--- config.mk ---
export PLATFORM = sky130hd
export DESIGN_NAME = cpu_controller
export DESIGN_NICKNAME = d
export VERILOG_FILES = /design/src/rtl/cpu_pkg.sv /design/src/rtl/cond_check.sv /design/src/rtl/cpu_controller.sv
export SDC_FILE = /design/constraint.sdc
export NUM_CORES = 1
export LEC_CHECK = 0
export BUFFER_PORTS_ARGS = -buffer_cell sky130_fd_sc_hd__buf_2
export CAP_MARGIN = 15
export CORE_MARGIN = 2
export CORE_UTILIZATION = 32
export DETAILED_ROUTE_END_ITERATION = 8
export PLACE_DENSITY = 0.87
export SYNTH_ARGS = -nofsm -noshare
export SYNTH_HDL_FRONTEND = slang
export SYNTH_SLANG_ARGS = --single-unit
--- constraint.sdc ---
create_clock -name clk -period 1.9 [get_ports clk]
set_input_delay 0.38 -clock clk [delete_from_list [all_inputs] [get_ports clk]]
set_output_delay 0.38 -clock clk [all_outputs]
set_load 0.01 [all_outputs]
--- src/rtl/cpu_pkg.sv ---
// Shared encodings for the multi-cycle CPU controller: FSM states, condition
// codes and the fixed ALU/shifter operation constants.
package cpu_pkg;

  typedef enum logic [2:0] {
    S_IDLE    = 3'd0,
    S_FETCH   = 3'd1,
    S_DECODE  = 3'd2,
    S_EXEC_DP = 3'd3,
    S_WB      = 3'd4,
    S_EXEC_B  = 3'd5,
    S_LINK    = 3'd6,
    S_PC_UPD  = 3'd7
  } state_t;

  localparam logic [3:0] COND_EQ = 4'h0;
  localparam logic [3:0] COND_NE = 4'h1;
  localparam logic [3:0] COND_CS = 4'h2;
  localparam logic [3:0] COND_CC = 4'h3;
  localparam logic [3:0] COND_MI = 4'h4;
  localparam logic [3:0] COND_PL = 4'h5;
  localparam logic [3:0] COND_VS = 4'h6;
  localparam logic [3:0] COND_VC = 4'h7;
  localparam logic [3:0] COND_HI = 4'h8;
  localparam logic [3:0] COND_LS = 4'h9;
  localparam logic [3:0] COND_GE = 4'hA;
  localparam logic [3:0] COND_LT = 4'hB;
  localparam logic [3:0] COND_GT = 4'hC;
  localparam logic [3:0] COND_LE = 4'hD;
  localparam logic [3:0] COND_AL = 4'hE;
  localparam logic [3:0] COND_NV = 4'hF;

  localparam logic [3:0] ALU_ADD   = 4'b0100;
  localparam logic [2:0] SHIFT_ROR = 3'b111;

endpackage

--- src/rtl/cond_check.sv ---
// Combinational evaluation of an instruction condition field against NZCV.
module cond_check
  import cpu_pkg::*;
(
  input  logic [3:0] cond,
  input  logic [3:0] NZCV,
  output logic       pass
);

  logic n, z, c, v;
  assign {n, z, c, v} = NZCV;

  // The reserved 1111 encoding falls into the default and never passes.
  always_comb begin
    pass = 1'b0;
    case (cond)
      COND_EQ: pass = z;
      COND_NE: pass = !z;
      COND_CS: pass = c;
      COND_CC: pass = !c;
      COND_MI: pass = n;
      COND_PL: pass = !n;
      COND_VS: pass = v;
      COND_VC: pass = !v;
      COND_HI: pass = c & !z;
      COND_LS: pass = !c | z;
      COND_GE: pass = (n == v);
      COND_LT: pass = (n != v);
      COND_GT: pass = !z & (n == v);
      COND_LE: pass = z | (n != v);
      COND_AL: pass = 1'b1;
      default: pass = 1'b0;
    endcase
  end

endmodule

--- src/rtl/cpu_controller.sv ---
// Moore FSM sequencing fetch, decode, data-processing and branch execution;
// every control output is decoded from the current state and IR.
module cpu_controller
  import cpu_pkg::*;
(
  input  logic        clk,
  input  logic        Rst,
  input  logic [31:0] IR,
  input  logic [3:0]  NZCV,
  output logic [3:0]  ALU_OP,
  output logic [2:0]  SHIFT_OP,
  output logic        ALU_A_s,
  output logic        ALU_B_s,
  output logic        LF,
  output logic        S,
  output logic        rm_imm_s,
  output logic        rs_imm_s,
  output logic        IR_Write,
  output logic        PC_Write,
  output logic        PC_s,
  output logic        LA_LB_LC,
  output logic        Reg_Write,
  output logic        Rd_s,
  output logic        Wd_s,
  output logic [2:0]  state
);

  state_t state_r, state_nx;
  logic   pass;
  logic   unused_ir;

  assign unused_ir = ^{IR[19:7], IR[3:0]};

  cond_check u_cond (
    .cond (IR[31:28]),
    .NZCV (NZCV),
    .pass (pass)
  );

  always_ff @(posedge clk) begin
    if (Rst) state_r <= S_IDLE;
    else     state_r <= state_nx;
  end

  assign state = state_r;

  always_comb begin
    state_nx  = state_r;
    ALU_OP    = '0;
    SHIFT_OP  = '0;
    ALU_A_s   = 1'b0;
    ALU_B_s   = 1'b0;
    LF        = 1'b0;
    S         = 1'b0;
    rm_imm_s  = 1'b0;
    rs_imm_s  = 1'b0;
    IR_Write  = 1'b0;
    PC_Write  = 1'b0;
    PC_s      = 1'b0;
    LA_LB_LC  = 1'b0;
    Reg_Write = 1'b0;
    Rd_s      = 1'b0;
    Wd_s      = 1'b0;
    case (state_r)
      S_IDLE: state_nx = S_FETCH;
      S_FETCH: begin
        IR_Write = 1'b1;
        PC_Write = 1'b1;
        state_nx = S_DECODE;
      end
      S_DECODE: begin
        LA_LB_LC = 1'b1;
        if (!pass)                  state_nx = S_FETCH;
        else if (IR[27:26] == 2'b00) state_nx = S_EXEC_DP;
        else if (IR[27:25] == 3'b101) state_nx = S_EXEC_B;
        else                        state_nx = S_FETCH;
      end
      S_EXEC_DP: begin
        ALU_OP   = IR[24:21];
        LF       = 1'b1;
        S        = IR[20];
        rm_imm_s = IR[25];
        rs_imm_s = !IR[25] & IR[4];
        SHIFT_OP = IR[25] ? SHIFT_ROR : {IR[6:5], IR[4]};
        // Test/compare opcodes only update flags, so they skip writeback.
        state_nx = (IR[24:23] == 2'b10) ? S_FETCH : S_WB;
      end
      S_WB: begin
        Reg_Write = 1'b1;
        state_nx  = S_FETCH;
      end
      S_EXEC_B: begin
        ALU_A_s  = 1'b1;
        ALU_B_s  = 1'b1;
        ALU_OP   = ALU_ADD;
        LF       = 1'b1;
        state_nx = IR[24] ? S_LINK : S_PC_UPD;
      end
      S_LINK: begin
        Reg_Write = 1'b1;
        Rd_s      = 1'b1;
        Wd_s      = 1'b1;
        state_nx  = S_PC_UPD;
      end
      S_PC_UPD: begin
        PC_Write = 1'b1;
        PC_s     = 1'b1;
        state_nx = S_FETCH;
      end
      default: state_nx = S_IDLE;
    endcase
  end

endmodule

==> flow_summary.toml <==
[synth]
post-synth-top-count-cell = "nand2_1"
synth_cell_types = 38
seq_area_frac_synth_pct = 11.5
synth-edff-count = 0
synth.top_cells.by_count = "nand2_1 (7), and2_1 (5), nor2_1 (5), inv_1 (4), nand2b_1 (4)"
synth.avg_cell_area_um2 = 6.97
yosysTopAreaCellShare_pct = 11.5
ys_warn_count = 0
yosys.area.top_type = "dfxtp_1"
syn_area_um2 = 523
synth_fp_nets = 113
synthTopCellsByArea = "dfxtp_1 (11%), mux2_2 (6.5%), and2_1 (6.0%)"
synthArstFlopShare_pct = 0
ys_ff_latch = 3
synth_ff_type = "dfxtp_1"
synthCells = 75

[die]
die_w_um = 44.4
fp.coreArea_um2 = 1520
die_height_um = 44.4
io_pins = 61
die_area_um2 = 1970
rows = 14
start_util_pct = 34.3

[cells_and_area]
antenna_cells = 0
finalNonFillerCells = 132
largest_register_ffs = 3
fin_area_um2 = 753
drive_above_1_share_pct = 44.8
fin_nets = 155
multi_input_area_um2 = 417
seq_area_um2 = 60.1
fillerInstances = 155
syn_to_final_growth_pct = 44.0

[timing]
fmaxAchievable_mhz = 571
fin_setup_tns_ns = 0
finalHoldViolations = 0
setup_ws_ns = 0.148
rsz0062_at_grt = "no"
slew-limit-headroom_pct = 71.9
fin_crit_sh_pct = 92.2
slew_viol_final = 0
setup_viol = 0
period_needed_ns = 1.75
worstMarginPinSlew_ns = 0.422
finClkSkew_ns = 0.000357

[grt]
grt_use_total_pct = 15.0
grt_remaining_overflow = 0
grt_pass1_vias = 615
grt_max_degree = 14
antenna_found_initial = 0
grt_pass1_wl_um = 2300

[setup_path]
critPathRequiredTime_ns = 1.52
critPathArrivalTime_ns = 1.37
r2r_cells = 4
cp-start-kind = "flip-flop"
end_kind = "output pin"
reg2reg_to = "state[2]"
r2r_slack_ns = 0.52
cp_max_fo = 9
crit_type = "flip-flop to output pin"
timing.rr.start = "state[2]"

[clock_network]
cts.sinks = 3
htree_levels = 1
postCtsSetupBuffers = 0
root_buffer = "clkbuf_4"
cts_buffers = 3
cts.clk_slew.worst_paths_ns = 0.03
clk_latency_ns = 0.23
cts.path.max_buffers = 2
cts_tree = "built"
cts_hold_buf = 0

[status]
status = "finished, final reports clean"

[routing]
via_count = 686
detail-route-antenna-nets = 0
dr.first_iter.drc_count = 4
drt_wl_total_um = 1430
wl_per_cell_um = 10.8
viasPerCell = 5.20
drc = 0
firstDrtPassIters = 2

[worst_hold_path]
hold_class = "input port to flip-flop"
min_path_cells = 2
min_delay_worst_endpoint = "state[0]"
min_from = "Rst"

[place]
place_area_um2 = 719
dp_slack_ns = 0.169
post-dp-hpwl_um = 1200
dp.cells = 128
routabilityCongestion = 0.782
io_buffers = 43

[power_and_ir_drop]
p_leak_nw = 0.408
p_per_area_nw_per_um2 = 402
peakVddDrop_mv = 0.158

[run]
cap_violations = 0
kinds of logic (layout without fill, tap and decap cells):
| family | after synthesis | in the layout | synth area share, % |
|---|---|---|---|
| AOI/OAI and AO/OA | 17 | 17 | 23.4 |
| xor gates and xnor gates | 1 | 1 | 1.67 |
| buffers and inverters | 10 | 51 | 10.3 |
| DFF | 3 | 3 | 11.5 |
| muxes | 4 | 4 | 8.37 |
| and+or+nand+nor | 40 | 40 | 44.7 |
layout make-up:
cell class              count  share of cell area (%)
clock buffers               4                    3.49
inverters                   4                    1.99
multi-input cells          62                    55.3
flip-flops and latches      3                    7.97
well taps                  16                    2.66
repair buffers             43                    28.6
worst max-delay path by stage:
stage              from          end  slack [ns]  depth (start not counted)
2_1_floorplan    IR[30]     state[1]        0.32                          6
3_3_place_gp     IR[30]     state[2]        0.20                          6
3_5_place_dp     IR[30]     state[2]        0.17                          6
4_1_cts        state[0]  SHIFT_OP[1]        0.03                          4
5_1_grt        state[0]     rs_imm_s        0.04                          3
6_report       state[0]     rs_imm_s        0.15                          3
layer usage:
metal / global-route usage [%] / part of all wire, % / up-vias
met5: 0 / 0 / -
met4: 7.27 / 0 / 0
met3: 1.22 / 11 / 0
met2: 30.0 / 52 / 34
met1: 15.3 / 38 / 302
li1: - / - / 350
worst max-delay path: stages (launching register included):
cell	delay (ns)
dfxtp_1	0.45
nand2_1	0.18
nor4b_1	0.32
buf_2	0.18
what timing repair did:
item                                    4_1_cts  5_1_grt
endpoints found under the setup margin        0        8
hold endpoints to repair                      0        0
gates resized for setup                       0        2
layout by cell type, fill, tap and decap left out, types with 2 or more instances in the layout:
cell	Yosys	layout
nor2_1	5	4
nand3_1	3	3
nand3b_1	2	2
a21oi_1	2	2
nor2b_1	3	3
dfxtp_1	3	3
mux2_2	3	3
nand2_1	7	7
nor3b_1	2	2
and2_1	5	5
o21a_1	3	3
nor3_1	2	2
nand2b_1	4	4
clkbuf_4	0	3
inv_1	4	4
o22ai_1	2	2
buf_2	1	43
where the power goes:
part           internal, mW  total [mW]  switching [mW]
Clock                0.0786       0.110          0.0311
Sequential           0.0673      0.0757         0.00834
Combinational        0.0582       0.117          0.0592
Total                 0.204       0.303          0.0986
metrics by stage:
step	hold slack (ns)	power [mW]	util, %
6_report	0.365	0.303	49.4
5_1_grt	0.364	0.324	49.4
4_1_cts	0.354	0.309	48.9
3_5_place_dp	0.549	0.193	47.2
3_3_place_gp	0.540	0.188	47.2
2_1_floorplan	0.449	0.144	-
No activity file was read; power rests on OpenSTA's default activity.
